[config.mk]
export PLATFORM = sky130hd
export DESIGN_NAME = pwr_arbiter
export DESIGN_NICKNAME = d
export VERILOG_FILES = /design/src/rtl/pwr_arb_pkg.sv /design/src/rtl/mul_pipe.sv /design/src/rtl/pwr_arbiter.sv
export SDC_FILE = /design/constraint.sdc
export NUM_CORES = 1
export LEC_CHECK = 0
export ABC_AREA = 1
export BUFFER_PORTS_ARGS = -buffer_cell sky130_fd_sc_hd__buf_2
export CORE_MARGIN = 2
export CORE_UTILIZATION = 25
export DETAILED_ROUTE_END_ITERATION = 10
export HOLD_SLACK_MARGIN = 0.06
export PLACE_DENSITY = 0.39
export SLEW_MARGIN = 15
export SYNTH_ARGS = -nofsm -noshare
export SYNTH_HDL_FRONTEND = slang
export SYNTH_SLANG_ARGS = --single-unit
[constraint.sdc]
create_clock -name CLK -period 3.5 [get_ports CLK]
set_input_delay 0.175 -clock CLK [delete_from_list [all_inputs] [get_ports CLK]]
set_output_delay 0.175 -clock CLK [all_outputs]
set_load 0.1 [all_outputs]
[src/rtl/pwr_arb_pkg.sv]
// Shared types and defaults for the round-robin multiplier arbiter.
package pwr_arb_pkg;

  localparam int unsigned N_DEF   = 4;
  localparam int unsigned W_DEF   = 8;
  localparam int unsigned LAT_DEF = 2;

  function automatic int unsigned id_width(int unsigned n);
    return (n > 1) ? $clog2(n) : 1;
  endfunction

  localparam int unsigned ID_W_DEF = id_width(N_DEF);

  typedef enum logic [1:0] {
    IDLE = 2'd0,
    MUL  = 2'd1,
    DONE = 2'd2
  } state_e;

endpackage

[src/rtl/mul_pipe.sv]
// Registered unsigned W x W multiplier, LAT register stages, async active-low clear.
module mul_pipe #(
  parameter int unsigned W   = 8,
  parameter int unsigned LAT = 2
) (
  input  logic           clk_i,
  input  logic           rst_ni,
  input  logic           ld_i,
  input  logic [W-1:0]   a_i,
  input  logic [W-1:0]   b_i,
  output logic [2*W-1:0] p_o
);

  logic [W-1:0]   a_q, b_q;
  logic [2*W-1:0] prod;

  // The operand register is the first of the LAT stages and holds until the next load.
  always_ff @(posedge clk_i or negedge rst_ni) begin
    if (!rst_ni) begin
      a_q <= '0;
      b_q <= '0;
    end else if (ld_i) begin
      a_q <= a_i;
      b_q <= b_i;
    end
  end

  assign prod = (2*W)'(a_q) * (2*W)'(b_q);

  generate
    if (LAT == 1) begin : g_comb
      assign p_o = prod;
    end else begin : g_pipe
      logic [2*W-1:0] stage_q [LAT-1];

      always_ff @(posedge clk_i or negedge rst_ni) begin
        if (!rst_ni) begin
          for (int unsigned i = 0; i < LAT - 1; i++) stage_q[i] <= '0;
        end else begin
          stage_q[0] <= prod;
          for (int unsigned i = 1; i < LAT - 1; i++) stage_q[i] <= stage_q[i-1];
        end
      end

      assign p_o = stage_q[LAT-2];
    end
  endgenerate

endmodule

[src/rtl/pwr_arbiter.sv]
// Round-robin arbiter sharing one registered multiplier among N requesters.
module pwr_arbiter
  import pwr_arb_pkg::*;
#(
  parameter int unsigned N   = N_DEF,
  parameter int unsigned W   = W_DEF,
  parameter int unsigned LAT = LAT_DEF
) (
  input  logic                   CLK,
  input  logic                   aRSTin,
  input  logic [N-1:0]           req,
  input  logic [N*W-1:0]         opa,
  input  logic [N*W-1:0]         opb,
  output logic [N-1:0]           ack,
  output logic                   vld,
  output logic [id_width(N)-1:0] rid,
  output logic [2*W-1:0]         result,
  output logic                   busy
);

  localparam int unsigned IDW = id_width(N);
  localparam int unsigned CW  = $clog2(LAT + 1);

  logic [1:0]     sync_q;
  logic           rst_n;
  state_e         state_q, state_d;
  logic [CW-1:0]  cnt_q, cnt_d;
  logic [IDW-1:0] id_q, id_d, ptr_q, ptr_d, rid_q, rid_d, gnt;
  logic [N-1:0]   ack_q, ack_d;
  logic           vld_q, vld_d;
  logic [2*W-1:0] result_q, result_d, mul_p;
  logic [W-1:0]   sel_a, sel_b;
  logic           hit, ld;
  int unsigned    idx;

  // Assert asynchronously, release two edges after aRSTin rises.
  always_ff @(posedge CLK or negedge aRSTin) begin
    if (!aRSTin) sync_q <= '0;
    else         sync_q <= {sync_q[0], 1'b1};
  end

  assign rst_n = sync_q[1];

  always_comb begin
    hit   = 1'b0;
    gnt   = '0;
    idx   = 0;
    sel_a = '0;
    sel_b = '0;
    for (int unsigned k = 0; k < N; k++) begin
      idx = 32'(ptr_q) + k;
      if (idx >= N) idx = idx - N;
      if (!hit && req[IDW'(idx)]) begin
        hit = 1'b1;
        gnt = IDW'(idx);
      end
    end
    for (int unsigned j = 0; j < N; j++) begin
      if (gnt == IDW'(j)) begin
        sel_a = opa[j*W +: W];
        sel_b = opb[j*W +: W];
      end
    end
  end

  always_comb begin
    state_d  = state_q;
    cnt_d    = cnt_q;
    id_d     = id_q;
    ptr_d    = ptr_q;
    rid_d    = rid_q;
    result_d = result_q;
    ack_d    = '0;
    vld_d    = 1'b0;
    ld       = 1'b0;
    case (state_q)
      IDLE: begin
        if (hit) begin
          state_d    = MUL;
          cnt_d      = CW'(LAT);
          id_d       = gnt;
          ack_d[gnt] = 1'b1;
          ld         = 1'b1;
        end
      end
      MUL: begin
        if (cnt_q == CW'(1)) begin
          state_d  = DONE;
          vld_d    = 1'b1;
          rid_d    = id_q;
          result_d = mul_p;
          ptr_d    = (id_q == IDW'(N - 1)) ? '0 : id_q + 1'b1;
        end else begin
          cnt_d = cnt_q - 1'b1;
        end
      end
      DONE:    state_d = IDLE;
      default: state_d = IDLE;
    endcase
  end

  always_ff @(posedge CLK or negedge rst_n) begin
    if (!rst_n) begin
      state_q  <= IDLE;
      cnt_q    <= '0;
      id_q     <= '0;
      ptr_q    <= '0;
      rid_q    <= '0;
      ack_q    <= '0;
      vld_q    <= 1'b0;
      result_q <= '0;
    end else begin
      state_q  <= state_d;
      cnt_q    <= cnt_d;
      id_q     <= id_d;
      ptr_q    <= ptr_d;
      rid_q    <= rid_d;
      ack_q    <= ack_d;
      vld_q    <= vld_d;
      result_q <= result_d;
    end
  end

  mul_pipe #(
    .W   (W),
    .LAT (LAT)
  ) u_mul (
    .clk_i  (CLK),
    .rst_ni (rst_n),
    .ld_i   (ld),
    .a_i    (sel_a),
    .b_i    (sel_b),
    .p_o    (mul_p)
  );

  assign ack    = ack_q;
  assign vld    = vld_q;
  assign rid    = rid_q;
  assign result = result_q;
  assign busy   = (state_q != IDLE);

endmodule

==> results.ini <==
[routing]
via_per_inst = 4.09
postRouteAntennaNets = 0
wl_um = 13100
drc = 0
vias = 4536
drtPass1Iterations = 6
post_drt_wl_per_cell_um = 11.8
drtIter0Drc = 186

[worst_setup_path]
cp_cell_sequence = buf_6 > nand2_4 > fa_1 > fa_1 > inv_1 > fa_1 > inv_1 > fa_1 > inv_2 > ha_4 > a21oi_4 > inv_2 > a31oi_4 > o21ai_2 > buf_4 > xor2_1
cp_common_cell = fa_1
worstPathRequired_ns = 3.72
critical_path.max_fanout = 4
max_stage_delay_ns = 0.51
crit_path_end_kind = flip-flop
start_kind = flip-flop
worst-setup-path-type = reg2reg
cp_slowest_cell = fa_1
arrival_ns = 3.96

[finish]
fillCellCount = 2241
syn_to_final_growth_pct = 32.8
nets = 972
multi_input_area_sq_um = 3230
layout.cells.non_filler = 1108
drive_gt1_share_pct = 30.1
seq_area_sq_um = 1640
diodes = 0

[global_route]
grt_max_degree = 38
overflow = 0
antenna_found_initial = 0
grt_pass1_vias = 4747
grt_usage_pct = 12.5
grt_pass1_wl_um = 22200

[clock_network]
clkTransAtPathRegs_ns = 0.05
htree_levels = 3
cts_buffer_depth = 2
cts-root-buf = clkbuf_16
clk_latency_ns = 0.34
cts_inserted_buffers = 9
cts_sinks = 65
cts_tree = done

[sta]
drv_slew = 0
finalCritPeriodShare_pct = 107
fmax_mhz = 268
whs_ns = 0.147
fin_skew_ns = 0.00875
layout_setup_ws_ns = -0.237
finalSetupViolCount = 8
relSlewSlack_pct = 54.2
rsz0062_at_grt = true
worst-slew-pin-transition_ns = 0.686
fin_crit_ns = 3.74
finalHoldViolations = 0

[synthesis]
synth_fa_ha_area_share_pct = 22.7
yosys.area_share.xor_xnor_pct = 2.00
yosys.area_share.simple_pct = 27.7
yosysUniqueCellTypes = 36
synthMuxAreaShare_pct = 0
async_flop_share_pct = 100
synth_flop_cell = dfrtp_1
syn_avg_cell_area_sq_um = 7.58
ys_ff_latch = 65
syn_inst = 694
synth-edff-count = 0
synth_compound_area_share_pct = 4.14
synth_seq_area_share_pct = 30.9
syn-num-nets = 838
yosysWarnings = 0
syn_area_sq_um = 5260
synth_top_family_by_area = simple AND/OR/NAND/NOR gates

[floorplanning]
die_h_um = 149
dieArea_sq_um = 22200
start_util_pct = 25.3
std_cell_rows = 53
fp.dieW_um = 149
io_pins = 94
core_sq_um = 20800

[place]
portBuffers = 93
dp_hpwl_um = 10600
gp_congestion = 0.843
placed_cells = 1080

[hold_path]
hp-class = in2async

[run_status]
violations = setup timing
status = complete, but fails checks

[job]
maxCapViolCount = 0

==> synthesized netlist by cell type, types with 2 or more instances <==
cell type,n,area share [%]
ha_1,38,9.0
nand3b_1,3,0.43
a31oi_1,2,0.24
inv_2,3,0.21
buf_6,4,0.86
buf_2,5,0.48
nand2_1,231,16
o21ai_0,18,1.7
nand2_2,6,0.71
nor2_4,3,0.64
nor2_1,36,2.6
clkbuf_1,20,1.4
dfrtp_1,65,31
xor2_1,8,1.3
inv_1,127,9.1
buf_4,2,0.29
nand3_1,43,4.1
a21oi_1,12,1.1
fa_1,36,14
nand2_4,2,0.43
xnor2_1,4,0.67
nand4_1,12,1.4
==> final timing paths <==
kind / from / to / slack (ns) / depth (start not counted)
max in group asynchronous: sync_q[1]$_DFF_PN0_ / u_mul.b_q[2]$_DFFE_PN0P_ / 2.30 / 1
min in group CLK: opa[11] / u_mul.a_q[3]$_DFFE_PN0P_ / 0.15 / 5
worst min register to register: sync_q[1]$_DFF_PN0_ / result[8]$_DFFE_PN0P_ / 0.27 / 0
worst max-delay path: u_mul.b_q[5]$_DFFE_PN0P_ / u_mul.p_o[10]$_DFF_PN0_ / -0.24 / 16
worst min-delay path: aRSTin / sync_q[1]$_DFF_PN0_ / 0.15 / 2
worst max register to register: u_mul.b_q[5]$_DFFE_PN0P_ / u_mul.p_o[10]$_DFF_PN0_ / -0.24 / 16
==> sequential cells by signal, summed over array words and instances (netlist names), 4 cells and up <==
register / flops
u_mul.a_q: 8
u_mul.p_o: 16
ack: 4
u_mul.b_q: 8
result: 16
==> metrics by stage <==
stage	TNS [ns]	utilization [%]	setup slack, ns	cell area, sq um
after detailed placement	-2.02	30.7	-0.342	6380
after global placement	-1.96	30.7	-0.290	6380
after global routing	-2.44	33.5	-0.376	6980
final	-1.24	33.5	-0.237	6980
after CTS	-1.26	32.8	-0.238	6840
after floorplan	-0.423	-	-0.187	5440
==> timing repair <==
| action | in CTS | in global routing |
|---|---|---|
| pin swaps | 18 | 13 |
| endpoints found under the hold margin | 2 | 0 |
| hold buffers | 1 | 0 |
| resized for setup | 31 | 26 |
| buffers inserted | 5 | 6 |
| setup endpoints to repair | 9 | 10 |
==> placed cells by master, fill, tap and decap left out, types with 2 or more instances in the layout <==
cell,Yosys,layout
a31oi_4,0,2
a21oi_2,0,4
buf_6,4,10
nor2_1,36,36
buf_2,5,93
inv_1,127,115
clkbuf_16,0,9
fa_2,0,3
nand3_1,43,43
a21oi_4,0,2
inv_2,3,15
nor2_4,3,3
nand4_1,12,12
fa_1,36,33
xnor2_1,4,3
dfrtp_2,0,12
nand2_2,6,15
buf_4,2,50
ha_4,0,10
nand3b_1,3,3
dfrtp_1,65,53
clkbuf_8,0,2
nand2_1,231,221
xor2_1,8,8
o21ai_2,1,5
o21ai_0,18,14
clkinv_2,0,3
a21oi_1,12,6
nand2_4,2,3
ha_1,38,28
==> cells by family after synthesis <==
logic type,count (synthesis)
other,1
adders and majority gates,74
AOI/OAI and AO/OA,39
and+or+nand+nor,341
DFF,65
buffers and inverters,162
xor gates and xnor gates,12
==> worst max-delay path, delay by kind of cell (launching register included) <==
family,cells,cell delay [ns]
flip-flops,1,0.42
buffers and inverters,6,0.46
AO/OA/AOI/OAI,3,0.38
adder cells (fa/ha/maj),5,2.18
AND/OR/NAND/NOR,1,0.04
XOR/XNOR,1,0.13
==> per-layer routing <==
layer / vias to the layer above / global-route usage, % / share of wire, %
met3: 13 / 2.48 / 4.0
met2: 90 / 21.2 / 47
met1: 2076 / 16.2 / 47
met5: - / 0 / 0
li1: 2357 / - / -
met4: 0 / 3.81 / 1.3
==> layout make-up <==
cell class,instances,area share [%]
timing repair buffer,154,13.8
tap,275,4.93
clock inverter,5,0.770
inverter,131,7.08
sequential,65,23.5
clock buffer,11,3.62
multi-input combinational,467,46.3
Power is left out: the tool's default activity adds up to more than one toggle a clock period on the data nets, which glitch-free logic cannot reach.
